`src/rtl/mips_ctrl_pkg.sv`:
```
// Shared encodings for the multi-cycle MIPS main controller: opcodes, functs,
// FSM states, instruction classes and datapath select codes.
package mips_ctrl_pkg;

  localparam logic [5:0] OP_RTYPE = 6'h00;
  localparam logic [5:0] OP_JAL   = 6'h03;
  localparam logic [5:0] OP_BEQ   = 6'h04;
  localparam logic [5:0] OP_ORI   = 6'h0D;
  localparam logic [5:0] OP_LUI   = 6'h0F;
  localparam logic [5:0] OP_LW    = 6'h23;
  localparam logic [5:0] OP_SW    = 6'h2B;

  localparam logic [5:0] FN_NOP   = 6'h00;
  localparam logic [5:0] FN_JR    = 6'h08;
  localparam logic [5:0] FN_ADDU  = 6'h21;
  localparam logic [5:0] FN_SUBU  = 6'h23;

  typedef enum logic [2:0] {
    S_FETCH  = 3'd0,
    S_DECODE = 3'd1,
    S_EXEC   = 3'd2,
    S_MEM    = 3'd3,
    S_WB     = 3'd4,
    S_HALT   = 3'd5
  } state_t;

  // RCAL is split into ADDU/SUBU so the latched class alone selects alu_op.
  typedef enum logic [3:0] {
    CLS_NOP, CLS_ADDU, CLS_SUBU, CLS_ORI, CLS_LUI, CLS_LW,
    CLS_SW, CLS_BEQ, CLS_JAL, CLS_JR, CLS_ILL
  } cls_t;

  localparam logic [1:0] RD_RT    = 2'b00;
  localparam logic [1:0] RD_RD    = 2'b01;
  localparam logic [1:0] RD_RA    = 2'b10;

  localparam logic [1:0] M2R_ALU  = 2'b00;
  localparam logic [1:0] M2R_DM   = 2'b01;
  localparam logic [1:0] M2R_PC4  = 2'b10;

  localparam logic [2:0] ALU_ADD  = 3'b000;
  localparam logic [2:0] ALU_SUB  = 3'b001;
  localparam logic [2:0] ALU_OR   = 3'b010;
  localparam logic [2:0] ALU_LUI  = 3'b011;

  // True in the last state of an instruction's sequence (PC commits there).
  function automatic logic is_final(input state_t s, input cls_t c);
    logic f;
    f = 1'b0;
    case (s)
      S_EXEC:  f = !(c inside {CLS_ADDU, CLS_SUBU, CLS_ORI, CLS_LUI, CLS_LW, CLS_SW});
      S_MEM:   f = (c == CLS_SW);
      S_WB:    f = 1'b1;
      default: f = 1'b0;
    endcase
    return f;
  endfunction

endpackage

```
`src/rtl/mips_ctrl_decode.sv`:
```
// Combinational op/funct to instruction-class decoder for the main controller.
module mips_ctrl_decode
  import mips_ctrl_pkg::*;
(
  input  logic [5:0] i_op,
  input  logic [5:0] i_funct,
  output cls_t       o_cls
);

  always_comb begin
    o_cls = CLS_ILL;
    case (i_op)
      OP_RTYPE: begin
        case (i_funct)
          FN_NOP:  o_cls = CLS_NOP;
          FN_JR:   o_cls = CLS_JR;
          FN_ADDU: o_cls = CLS_ADDU;
          FN_SUBU: o_cls = CLS_SUBU;
          default: o_cls = CLS_ILL;
        endcase
      end
      OP_JAL:  o_cls = CLS_JAL;
      OP_BEQ:  o_cls = CLS_BEQ;
      OP_ORI:  o_cls = CLS_ORI;
      OP_LUI:  o_cls = CLS_LUI;
      OP_LW:   o_cls = CLS_LW;
      OP_SW:   o_cls = CLS_SW;
      default: o_cls = CLS_ILL;
    endcase
  end

endmodule

```
`src/rtl/mips_mc_ctrl.sv`:
```
// Multi-cycle MIPS main controller (FETCH/DECODE/EXEC/MEM/WB).
// Optional illegal-instruction trap: define CTRL_ILLEGAL_TRAP_EN to enable HALT.
module mips_mc_ctrl
  import mips_ctrl_pkg::*;
(
  input  logic       clk,
  input  logic       reset,
  input  logic [5:0] op,
  input  logic [5:0] funct,
  output logic       ir_we,
  output logic       pc_we,
  output logic       Br,
  output logic       Jal,
  output logic       Jr,
  output logic       reg_we,
  output logic [1:0] reg_dst,
  output logic       alu_src,
  output logic [2:0] alu_op,
  output logic       ext_op,
  output logic       mem_we,
  output logic [1:0] mem_to_reg,
  output logic       instr_done,
  output logic       illegal,
  output logic [2:0] o_dbg_state
);

  state_t r_state;
  state_t w_next;
  cls_t   r_cls_q;
  cls_t   w_cls;

  mips_ctrl_decode u_decode (
    .i_op    (op),
    .i_funct (funct),
    .o_cls   (w_cls)
  );

  assign o_dbg_state = r_state;

  always_ff @(posedge clk) begin
    if (reset) begin
      r_state <= S_FETCH;
      r_cls_q <= CLS_NOP;
    end else begin
      r_state <= w_next;
      if (r_state == S_DECODE)
        r_cls_q <= w_cls;
    end
  end

  always_comb begin
    w_next = S_FETCH;
    case (r_state)
      S_FETCH:  w_next = S_DECODE;
`ifdef CTRL_ILLEGAL_TRAP_EN
      S_DECODE: w_next = (w_cls == CLS_ILL) ? S_HALT : S_EXEC;
      S_HALT:   w_next = S_HALT;
`else
      S_DECODE: w_next = S_EXEC;
`endif
      S_EXEC: begin
        case (r_cls_q)
          CLS_LW, CLS_SW:                      w_next = S_MEM;
          CLS_ADDU, CLS_SUBU, CLS_ORI, CLS_LUI: w_next = S_WB;
          default:                             w_next = S_FETCH;
        endcase
      end
      S_MEM:    w_next = (r_cls_q == CLS_LW) ? S_WB : S_FETCH;
      default:  w_next = S_FETCH;
    endcase
  end

  // ALU controls are set up in EXEC and held through MEM/WB from the latched class.
  always_comb begin
    ir_we      = 1'b0;
    pc_we      = 1'b0;
    Br         = 1'b0;
    Jal        = 1'b0;
    Jr         = 1'b0;
    reg_we     = 1'b0;
    reg_dst    = RD_RT;
    alu_src    = 1'b0;
    alu_op     = ALU_ADD;
    ext_op     = 1'b0;
    mem_we     = 1'b0;
    mem_to_reg = M2R_ALU;
    instr_done = 1'b0;
    illegal    = 1'b0;
    if (!reset) begin
      case (r_state)
        S_FETCH: ir_we = 1'b1;
        S_EXEC, S_MEM, S_WB: begin
          case (r_cls_q)
            CLS_SUBU: alu_op = ALU_SUB;
            CLS_ORI:  begin alu_src = 1'b1; alu_op = ALU_OR; end
            CLS_LUI:  begin alu_src = 1'b1; alu_op = ALU_LUI; end
            CLS_LW, CLS_SW: begin alu_src = 1'b1; ext_op = 1'b1; end
            CLS_BEQ:  alu_op = ALU_SUB;
            default:  ;
          endcase
          if (r_state == S_EXEC) begin
            case (r_cls_q)
              CLS_BEQ: Br = 1'b1;
              CLS_JAL: begin
                Jal        = 1'b1;
                reg_we     = 1'b1;
                reg_dst    = RD_RA;
                mem_to_reg = M2R_PC4;
              end
              CLS_JR:  Jr = 1'b1;
              default: ;
            endcase
          end
          if (r_state == S_MEM && r_cls_q == CLS_SW)
            mem_we = 1'b1;
          if (r_state == S_WB) begin
            reg_we     = 1'b1;
            reg_dst    = (r_cls_q == CLS_ADDU || r_cls_q == CLS_SUBU) ? RD_RD : RD_RT;
            mem_to_reg = (r_cls_q == CLS_LW) ? M2R_DM : M2R_ALU;
          end
          if (is_final(r_state, r_cls_q)) begin
            pc_we      = 1'b1;
            instr_done = 1'b1;
          end
        end
`ifdef CTRL_ILLEGAL_TRAP_EN
        S_HALT: illegal = 1'b1;
`endif
        default: ;
      endcase
    end
  end

endmodule

```
`config.mk`:
```
export PLATFORM = sky130hd
export DESIGN_NAME = mips_mc_ctrl
export DESIGN_NICKNAME = d
export VERILOG_FILES = /design/src/rtl/mips_ctrl_pkg.sv /design/src/rtl/mips_ctrl_decode.sv /design/src/rtl/mips_mc_ctrl.sv
export SDC_FILE = /design/constraint.sdc
export NUM_CORES = 1
export LEC_CHECK = 0
export BUFFER_PORTS_ARGS = -buffer_cell sky130_fd_sc_hd__buf_2
export CAP_MARGIN = 20
export CORE_UTILIZATION = 50
export DETAILED_ROUTE_END_ITERATION = 8
export PLACE_DENSITY = 0.84
export SYNTH_ARGS = -nofsm -noshare
export SYNTH_HDL_FRONTEND = slang
export SYNTH_SLANG_ARGS = --single-unit
```
`constraint.sdc`:
```
create_clock -name clk -period 2.7 [get_ports clk]
set_input_delay 0.27 -clock clk [delete_from_list [all_inputs] [get_ports clk]]
set_output_delay 0.27 -clock clk [all_outputs]
set_load 0.01 [all_outputs]
```
==> results.md <==
- Run status: finished, final reports clean
- Critical path endpoint category: output pin
- Achievable Freq: 0.489 GHz
- Most frequently used cell type in the post-synthesis netlist: sky130_fd_sc_hd__nor2_1
- Synth cell types: 46
- DIE WIDTH: approximately 42 um
- Top FF cell, synth: sky130_fd_sc_hd__dfxtp_1
- Top fanout value on the critical path: 13
- Grt ovf: 0
- Met2 Use GR: 0.412
- Layout overhead on the synthesized area: 19.5%
- Global placer's final weighted congestion: 0.872
- Initial core utilization: 0.536
- Net count, final: around 160
- GR met3 Demand/Resource: 0.0129
- Number of synthesized register bits: 7
- Area of the core: ~1500 um^2
- Via count of the first global-routing pass: 836
- Relative max-transition margin: 0.659
- Clock slew seen by the registers of the worst setup and hold paths: 0.05 ns
- Warning count from the yosys run: 0
- Number of slew-limit violations in the final report: 0
- Number of nets with antenna violations after detailed routing: 0
- Largest net degree at the start of global routing: 14
- Most Crowded Layer GR: met2
- Final worst-path setup slack: 0.656 ns
- Setup-violating endpoint count in the final report: 0
- Cts bufs inserted: 3
- Number of enable flip-flop cells after synthesis: 0
- Met1 usage in global routing: 0.313
- PostCTS Resize Cnt: 0
- Count of vias placed by the detailed router: 921
- Fraction of layout instances using a drive strength above 1: 0.313
- Via/cell ratio: 5.76
- HPWL after detailed placement: 1.55 mm
- Final Routed Wirelength: between 1.5 and 2 mm
- Slew at the pin closest to its max-slew limit: 0.511 ns
- Area leader, netlist: sky130_fd_sc_hd__dfxtp_1
- DIE HEIGHT: 42.2 um
- Clk Latency, worst-skew pair: about 0.25 ns
- Average detailed-routed wire length per instance: between 10 and 15 um
- Arrival time at the worst endpoint: approximately 1.8 ns
- Post-CTS setup-driven buffer insertion count: 0
- Max VDD drop: 0.000249 V
- Overall track demand over capacity in global routing: 0.238
- Startpoint Class: flop
- Count of buffers inserted at the top-level ports: 32
- Post-route cell area: 965 um^2
- Global-route wire length before repair: approximately 3.4 mm
- Hold violation count in the final report: 0
- Setup repair after global routing missed its margin: no
- Post-layout power: 0.000306 W
- Cts hold-fix bufs: 0
- Required time reported for the critical path endpoint: about 2.4 ns
- Antenna diode count: 0
- Power per cell area: about 320 nW/um^2
- Avg Synthesized Cell Area: between 6 and 7 um^2
- Area after DPL: around 940 um^2
- Longest Clk Path Bufs: 2
- Mapped cell area: slightly above 800 um^2
- Area fraction of the dominant cell type after synthesis: 0.174
- Violation count after the first detailed-routing iteration: 23
- CTS HTree Levels: 1
- Total DRC errors in the routed layout: 0
- Area of the die: 1780 um^2
- Ratio of final minimum period to clock period: 0.757
- Biggest area contributors in the synthesized netlist: sky130_fd_sc_hd__dfxtp_1 (17%), sky130_fd_sc_hd__nor2_1 (7.4%), sky130_fd_sc_hd__nand2b_1 (5.4%)
- Clock sink count: 7
- Antenna violations before repair: 0
- Final total negative setup slack: 0 ns
- Max-Cap Viols: 0
- Leakage: between 0.4 and 0.5 nW
- Kind of critical path: flop to output pin
- Synth Instances: between 100 and 150
- Top-level I/O count: 35
- Hold Path Class: input port to flop
- Detailed-router iteration count before antenna repair: 5
- Rows: 14
- Final hold slack: around 0.34 ns
- CTS tree: done
- Minimum clock period: 2.04 ns
- Final setup skew: 0.00610 ns
- Worst-case setup slack after placement: 0.920 ns
- Commonest cells in the synthesized netlist: sky130_fd_sc_hd__nor2_1 (16), sky130_fd_sc_hd__nand2_1 (8), sky130_fd_sc_hd__dfxtp_1 (7), sky130_fd_sc_hd__nand2b_1 (7), sky130_fd_sc_hd__nor3_1 (7)
- Register area share after synthesis: 0.174
- Synth async-reset ratio: 0
- Clock root cell: sky130_fd_sc_hd__clkbuf_4
layer usage:
metal	share of wire	vias up
met1	0.45	410
met4	0.0081	0
met5	0	-
li1	-	468
met3	0.053	2
met2	0.49	41
power by group:
group | total (W) | internal, W | switching, W
clock network | 0.0000920 | 0.0000562 | 0.0000358
registers | 0.000126 | 0.000110 | 0.0000159
logic | 0.0000885 | 0.0000400 | 0.0000485
total | 0.000306 | 0.000206 | 0.000100
stage by stage:
stage	utilization	cells
finish	0.640	160
global placement	0.623	156
global route	0.640	160
detailed placement	0.623	156
floorplan	-	117
CTS	0.640	160
sequential cells by signal, summed over array words and instances, names as in the netlist:
register	cells
r_cls_q	4
o_dbg_state	3
worst max-delay path, stage by stage (launching register included):
cell	delay (ns)
sky130_fd_sc_hd__dfxtp_1	0.43
sky130_fd_sc_hd__or2b_1	0.27
sky130_fd_sc_hd__or4_4	0.44
sky130_fd_sc_hd__nor3_4	0.15
sky130_fd_sc_hd__inv_1	0.06
sky130_fd_sc_hd__nand2_1	0.06
sky130_fd_sc_hd__buf_2	0.12
layout by cell type, fill, tap and decap left out, drive strengths merged, types with 2 or more instances in the layout:
cell type / Yosys / routed
a211oi: 3 / 3
a21oi: 6 / 6
a31oi: 2 / 2
and2: 2 / 2
and3b: 2 / 2
buf: 7 / 32
clkbuf: 2 / 4
conb: 1 / 2
dfxtp: 7 / 7
inv: 4 / 4
nand2: 8 / 8
nand2b: 7 / 7
nand4: 2 / 2
nor2: 17 / 17
nor2b: 3 / 3
nor3: 8 / 8
nor3b: 2 / 2
nor4: 4 / 4
o21a: 2 / 2
o21ai: 5 / 5
or3: 3 / 3
xnor2: 2 / 2
worst paths after layout:
path	to	start	slack, ns	cells past startpoint
worst max-delay path	reg_we	r_cls_q[2]$_SDFFE_PP0N_	0.66	6
worst min-delay path	r_cls_q[2]$_SDFFE_PP0N_	reset	0.34	2
worst max register to register	o_dbg_state[1]$_SDFF_PP0_	r_cls_q[0]$_SDFFE_PP0N_	1.24	4
worst min register to register	o_dbg_state[0]$_SDFF_PP0_	o_dbg_state[1]$_SDFF_PP0_	0.57	1
cell type report:
type / count / area [um^2]
Clock buffer: 4 / 26.3
Tap cell: 16 / 20.0
Sequential cell: 7 / 140
Timing Repair Buffer: 32 / 160
Inverter: 4 / 15.0
Fill cell: 132 / 542
Multi-Input combinational cell: 97 / 603
cell families after synthesis:
group	count (synthesis)	synth area share
xor+xnor	3	0.0326
buf+inv	13	0.0837
flops	7	0.174
mux	1	0.0124
compound gates	26	0.229
other cells	1	0.00465
simple gates	65	0.464
Power figures use the tool's default switching activity.
